===== src/rtl/mandel_pkg.sv =====
// Shared state type, coordinate widths, default frame size and raster step helper
// for the Mandelbrot pixel scheduler.
package mandel_pkg;

    localparam int X_W        = 10;
    localparam int Y_W        = 9;
    localparam int DEF_X_SIZE = 640;
    localparam int DEF_Y_SIZE = 480;

    typedef enum logic [1:0] {
        IDLE  = 2'd0,
        RUN   = 2'd1,
        DRAIN = 2'd2
    } sched_state_t;

    typedef struct packed {
        logic [Y_W-1:0] y;
        logic [X_W-1:0] x;
    } raster_pos_t;

    // Next raster position, x fastest, wrapping to (0,0) after the last pixel.
    function automatic raster_pos_t raster_step(input raster_pos_t    pos,
                                                input logic [X_W-1:0] x_max,
                                                input logic [Y_W-1:0] y_max);
        raster_pos_t nxt;
        nxt = pos;
        if (pos.x == x_max) begin
            nxt.x = '0;
            nxt.y = (pos.y == y_max) ? '0 : pos.y + Y_W'(1);
        end else begin
            nxt.x = pos.x + X_W'(1);
        end
        return nxt;
    endfunction

endpackage


===== src/rtl/mandel_raster_counter.sv =====
// Issue-side and retire-side raster position counters; the issue side provides the
// dispatched coordinate and frame end, the retire side provides SOF/EOL/frame end.
module mandel_raster_counter
    import mandel_pkg::*;
#(
    parameter int X_SIZE = DEF_X_SIZE,
    parameter int Y_SIZE = DEF_Y_SIZE
) (
    input  logic           clk,
    input  logic           rst,
    input  logic           issue_adv,
    input  logic           retire_adv,
    output logic [X_W-1:0] issue_x,
    output logic [Y_W-1:0] issue_y,
    output logic           issue_last,
    output logic           retire_sof,
    output logic           retire_eol,
    output logic           retire_last
);

    localparam logic [X_W-1:0] X_MAX = X_W'(X_SIZE - 1);
    localparam logic [Y_W-1:0] Y_MAX = Y_W'(Y_SIZE - 1);

    raster_pos_t issue_pos;
    raster_pos_t retire_pos;

    // NOTE: sequential state uses non-blocking assignments so every register samples pre-edge values.
    always_ff @(posedge clk or posedge rst) begin
        if (rst) begin
            issue_pos  <= '0;
            retire_pos <= '0;
        end else begin
            if (issue_adv)
                issue_pos <= raster_step(issue_pos, X_MAX, Y_MAX);
            if (retire_adv)
                retire_pos <= raster_step(retire_pos, X_MAX, Y_MAX);
        end
    end

    assign issue_x     = issue_pos.x;
    assign issue_y     = issue_pos.y;
    assign issue_last  = (issue_pos.x == X_MAX) && (issue_pos.y == Y_MAX);
    assign retire_sof  = (retire_pos.x == '0) && (retire_pos.y == '0);
    assign retire_eol  = (retire_pos.x == X_MAX);
    assign retire_last = retire_eol && (retire_pos.y == Y_MAX);

endmodule


===== src/rtl/mandel_pixel_scheduler.sv =====
// Round-robin pixel dispatcher for N_ENG iteration engines with in-order AXI-Stream retire.
// Define SCHED_CONTINUOUS_EN to restart the next frame right after the last dispatch.
module mandel_pixel_scheduler
    import mandel_pkg::*;
#(
    parameter int N_ENG  = 4,
    parameter int X_SIZE = DEF_X_SIZE,
    parameter int Y_SIZE = DEF_Y_SIZE,
    parameter int ITER_W = 8
) (
    input  logic                    clk,
    input  logic                    rst,
    input  logic                    start,
    output logic                    busy,
    output logic [N_ENG-1:0]        eng_start,
    output logic [X_W-1:0]          eng_x,
    output logic [Y_W-1:0]          eng_y,
    input  logic [N_ENG-1:0]        eng_done,
    input  logic [N_ENG*ITER_W-1:0] eng_iter,
    output logic [ITER_W-1:0]       out_tdata,
    output logic                    out_tvalid,
    input  logic                    out_tready,
    output logic                    out_tuser,
    output logic                    out_tlast,
    output logic                    frame_done
);

    localparam int PTR_W = $clog2(N_ENG);

`ifdef SCHED_CONTINUOUS_EN
    localparam bit CONTINUOUS = 1'b1;
`else
    localparam bit CONTINUOUS = 1'b0;
`endif

    sched_state_t state, state_nxt;

    logic [PTR_W-1:0]  issue_ptr;
    logic [PTR_W-1:0]  retire_ptr;
    logic [N_ENG-1:0]  eng_busy;
    logic [N_ENG-1:0]  slot_full;
    logic [N_ENG-1:0]  capture;
    logic [N_ENG-1:0]  retire_mask;
    logic [ITER_W-1:0] slot_data [N_ENG];

    logic dispatch;
    logic retire;
    logic issue_last;
    logic retire_sof;
    logic retire_eol;
    logic retire_last;

    mandel_raster_counter #(
        .X_SIZE (X_SIZE),
        .Y_SIZE (Y_SIZE)
    ) u_raster (
        .clk         (clk),
        .rst         (rst),
        .issue_adv   (dispatch),
        .retire_adv  (retire),
        .issue_x     (eng_x),
        .issue_y     (eng_y),
        .issue_last  (issue_last),
        .retire_sof  (retire_sof),
        .retire_eol  (retire_eol),
        .retire_last (retire_last)
    );

    // Engine k only ever holds pixels k, k+N, ...; waiting on its empty slot keeps retire order.
    assign dispatch    = (state == RUN) && !eng_busy[issue_ptr] && !slot_full[issue_ptr];
    assign eng_start   = dispatch ? (N_ENG'(1) << issue_ptr) : '0;
    assign capture     = eng_done & eng_busy;

    assign out_tvalid  = slot_full[retire_ptr];
    assign out_tdata   = out_tvalid ? slot_data[retire_ptr] : '0;
    assign out_tuser   = out_tvalid && retire_sof;
    assign out_tlast   = out_tvalid && retire_eol;
    assign retire      = out_tvalid && out_tready;
    assign retire_mask = retire ? (N_ENG'(1) << retire_ptr) : '0;

    assign busy        = (state != IDLE);

    // NOTE: next-state gets its default first so no path through the case infers a latch.
    always_comb begin
        state_nxt = state;
        unique case (state)
            IDLE:    if (start) state_nxt = RUN;
            RUN:     if (dispatch && issue_last && !CONTINUOUS) state_nxt = DRAIN;
            DRAIN:   if (retire && retire_last) state_nxt = IDLE;
            default: state_nxt = IDLE;
        endcase
    end

    always_ff @(posedge clk or posedge rst) begin
        if (rst) begin
            state      <= IDLE;
            issue_ptr  <= '0;
            retire_ptr <= '0;
            eng_busy   <= '0;
            slot_full  <= '0;
            frame_done <= 1'b0;
        end else begin
            state      <= state_nxt;
            if (dispatch)
                issue_ptr <= issue_ptr + PTR_W'(1);
            if (retire)
                retire_ptr <= retire_ptr + PTR_W'(1);
            eng_busy   <= (eng_busy & ~capture) | eng_start;
            slot_full  <= (slot_full | capture) & ~retire_mask;
            frame_done <= retire && retire_last;
        end
    end

    // NOTE: slot payload has no reset; slot_full qualifies it and out_tdata is masked while empty.
    always_ff @(posedge clk) begin
        for (int i = 0; i < N_ENG; i++) begin
            if (capture[i])
                slot_data[i] <= eng_iter[i*ITER_W +: ITER_W];
        end
    end

endmodule


===== config.mk =====
export PLATFORM = sky130hd
export DESIGN_NAME = mandel_pixel_scheduler
export DESIGN_NICKNAME = d
export VERILOG_FILES = /design/src/rtl/mandel_pkg.sv /design/src/rtl/mandel_raster_counter.sv /design/src/rtl/mandel_pixel_scheduler.sv
export SDC_FILE = /design/constraint.sdc
export NUM_CORES = 1
export LEC_CHECK = 0
export ABC_AREA = 1
export CORE_ASPECT_RATIO = 1.1
export CORE_UTILIZATION = 57
export DETAILED_ROUTE_END_ITERATION = 10
export HOLD_SLACK_MARGIN = 0.12
export PLACE_DENSITY = 0.87
export SYNTH_ARGS = -nofsm -noshare
export SYNTH_HDL_FRONTEND = slang
export SYNTH_SLANG_ARGS = --single-unit

===== constraint.sdc =====
create_clock -name clk -period 2.8 [get_ports clk]
set_input_delay 0.56 -clock clk [delete_from_list [all_inputs] [get_ports clk]]
set_output_delay 0.56 -clock clk [all_outputs]
set_load 0.02 [all_outputs]

==> flow_metrics.py <==
metrics = {
    "worst_setup_path": {
        "start_kind": "register",
        "crit_slowest_cell": "clkdlybuf4s50_1",
        "worstSetupStartpoint": "u_raster.retire_pos[0]",
        "cp.arrival_ns": 2.13,
        "endpoint_kind": "output pin",
        "worstPathCellList": "inv_1 > ha_1 > nand4_1 > nor2_1 > nand3_1 > nor2_1 > clkdlybuf4s50_1",
        "r2r_start": "u_raster.retire_pos[10]",
        "crit_top_cell": "nor2_1",
        "path_class": "register to output pin",
        "required_ns": 2.24,
        "worst_path_largest_cell_delay_ns": 0.62,
        "crit_fanout": 6,
        "worst-path-buf-inv": 2,
        "cp_top_family": "buffers and inverters",
    },
    "synth": {
        "syn_nets": 591,
        "synth_area_per_cell_sq_um": 8.41,
        "synth_cell_types": 35,
        "synth_edf_count": 32,
        "syn-cell-area_sq_um": 4520,
        "synthFlopType": "dfrtp_1",
        "yosysWarnings": 0,
        "seq_area_frac_synth_pct": 50.6,
        "synth_async_sr_flop_share_pct": 62.4,
        "synthCells": 537,
        "synth_seq_cells": 85,
    },
    "power_and_ir_drop": {
        "pwr-share-clk_pct": 20.9,
        "irDropWorstVdd_mv": 0.547,
        "p_sw_w": 0.00200,
        "p_per_area_nw_per_um2": 855,
        "leakagePower_nw": 2.70,
        "swShare_pct": 41.5,
        "seq_power_share_pct": 36.6,
        "internal_power_w": 0.00282,
        "p_comb_share_pct": 42.5,
    },
    "timing": {
        "setup_viol": 0,
        "slew_viol_final": 0,
        "period_minus_slack_ns": 2.69,
        "rsz0062_at_grt": "false",
        "fin_ws_ns": 0.108,
        "maxSlewHeadroom_pct": 69.9,
        "hold_viol_final": 0,
        "clock_skew_ns": 0.00734,
        "fmax_ghz": 0.372,
        "worstMarginPinSlew_ns": 0.451,
        "post-route-period-util_pct": 96.1,
        "tns_ns": 0,
        "fin_hold_ws_ns": 0.542,
    },
    "final_layout": {
        "diodes": 0,
        "finalNetCount": 670,
        "mostFrequentLayoutCells": "140 x nand2_1, 72 x inv_1, 64 x nor2_1, 64 x clkdlybuf4s50_1, 52 x dfrtp_1",
        "fillers": 521,
        "final_common_cell": "nand2_1",
        "utilization_pct": 74.5,
        "syn2layout_area_growth_pct": 24.7,
        "drive_gt1_share_pct": 7.41,
        "final_cells": 726,
    },
    "routing": {
        "routed.top_layer": "met4",
        "drt-met1-wl_microns": 4180,
        "drc": 0,
        "firstDrtPassIters": 5,
        "avgViaCountPerCell": 5.25,
        "wl_met2_microns": 5220,
        "route.met3.wl_microns": 619,
        "wl_per_cell_microns": 14.3,
        "num_vias": 3814,
        "drtIter0Drc": 256,
        "antenna_left": 0,
        "wirelength_microns": 10400,
    },
    "grt": {
        "grt-ovfl-total": 0,
        "grt_max_degree": 54,
        "grt_pass1_vias": 3660,
        "grt_pass1_wl_microns": 17100,
        "antenna_found_initial": 0,
        "grt.total_usage_pct": 27.5,
    },
    "cts": {
        "clock-sinks": 85,
        "cts_buffers": 9,
        "cts_tree": "done",
        "cts_root_buf": "clkbuf_8",
        "clock_path_buffers": 2,
        "clock_latency_ns": 0.37,
        "cts_max_level": 3,
        "cts_hold_buffers": 0,
        "clk_pin_slew_worst_paths_ns": 0.09,
    },
    "floorplan": {
        "die_w_microns": 86.9,
        "dieArea_sq_um": 8280,
        "num_rows": 33,
        "die-height_microns": 95.4,
        "boundaryPins": 76,
        "core_area_sq_um": 7560,
        "start_util_pct": 59.8,
    },
    "placed_design": {
        "dp_worst_setup_slack_ns": 0.307,
        "dp.cells": 710,
        "gp_congestion": 0.904,
        "portBuffers": 75,
        "dp_hpwl_microns": 7110,
    },
    "run": {
        "maxCapViolations": 0,
    },
    "min_path": {
        "hp-class": "register to register",
        "hold_start": "state[0]",
    },
    "run_status": {
        "outcome": "completed",
    },
}
==> per-layer routing <==
metal,GRT usage [%],vias up
met4,15.0,0
li1,-,1877
met3,4.68,27
met2,46.7,130
met1,33.4,1780
met5,0,-
==> cells by family after synthesis <==
| logic type | synth area share [%] |
|---|---|
| AO/OA/AOI/OAI | 7.40 |
| XOR/XNOR | 3.10 |
| adder cells (fa/ha/maj) | 3.88 |
| buffers and inverters | 8.25 |
| flip-flops | 50.6 |
| AND/OR/NAND/NOR | 26.7 |
==> worst paths after layout <==
path                                            end  slack (ns)  depth (start not counted)
max in group asynchronous             retire_ptr[1]        2.01                          3
worst max register to register             state[1]        1.06                          8
worst min register to register             state[1]        0.54                          3
worst max-delay path                      out_tuser        0.11                          7
worst min-delay path                       state[1]        0.54                          3
min in group asynchronous       u_raster.issue_y[4]        0.55                          3
==> Yosys cell counts (4+ instances only) <==
master    instances  area, sq um
nor2_1           64          240
edfxtp_1         32          961
nand3_1          32          160
dfrtp_1          53         1330
ha_1             14          175
o22ai_1          12         75.1
nand2_1         140          526
xor2_1           11         96.3
nor3_1            4         20.0
nand4_1          12         75.1
buf_2             6         30.0
inv_1            73          274
o21ai_0          35          175
o21ai_1           5         25.0
a21oi_1           5         25.0
xnor2_1           5         43.8
==> registers in the layout, indices dropped and copies added (netlist names), 4 cells and up <==
register             flops
eng_busy                 4
slot_data               32
slot_full                4
u_raster.issue_x        10
u_raster.issue_y         9
u_raster.retire_pos     19
==> power by group through the flow <==
stage,logic (W),clock network (W),registers (W)
4_1_cts,0.00207,0.00102,0.00175
6_report,0.00204,0.00101,0.00176
2_1_floorplan,0.00134,0,0.00174
3_3_place_gp,0.00195,0,0.00176
5_1_grt,0.00225,0.00106,0.00179
3_5_place_dp,0.00204,0,0.00177
==> repair_timing <==
action,4_1_cts,5_1_grt
setup buffers,0,0
hold endpoints to repair,0,0
endpoints found under the setup margin,10,9
gates resized for setup,4,9
==> area by class of cell <==
cell class | instances | area (sq um) | area share (%)
clock buffer | 9 | 124 | 2.20
inverter | 79 | 298 | 5.29
multi-input combinational | 360 | 1860 | 33.0
timing repair buffer | 81 | 828 | 14.7
sequential | 85 | 2290 | 40.6
tap | 105 | 131 | 2.33
clock inverter | 7 | 105 | 1.87
==> worst min-delay path, cell delays in order (launching register included) <==
cell and delay, ns:
dfrtp_1 0.37, nor2_1 0.05, nand2_1 0.05, nand2_1 0.04
==> metrics by stage <==
| stage | cell area (sq um) | total power [W] |
|---|---|---|
| global route | 5630 | 0.00511 |
| floorplan | 4520 | 0.00308 |
| finish | 5630 | 0.00481 |
| detailed placement | 5380 | 0.00381 |
| global placement | 5380 | 0.00371 |
| CTS | 5610 | 0.00484 |
Power figures use the tool's default switching activity.
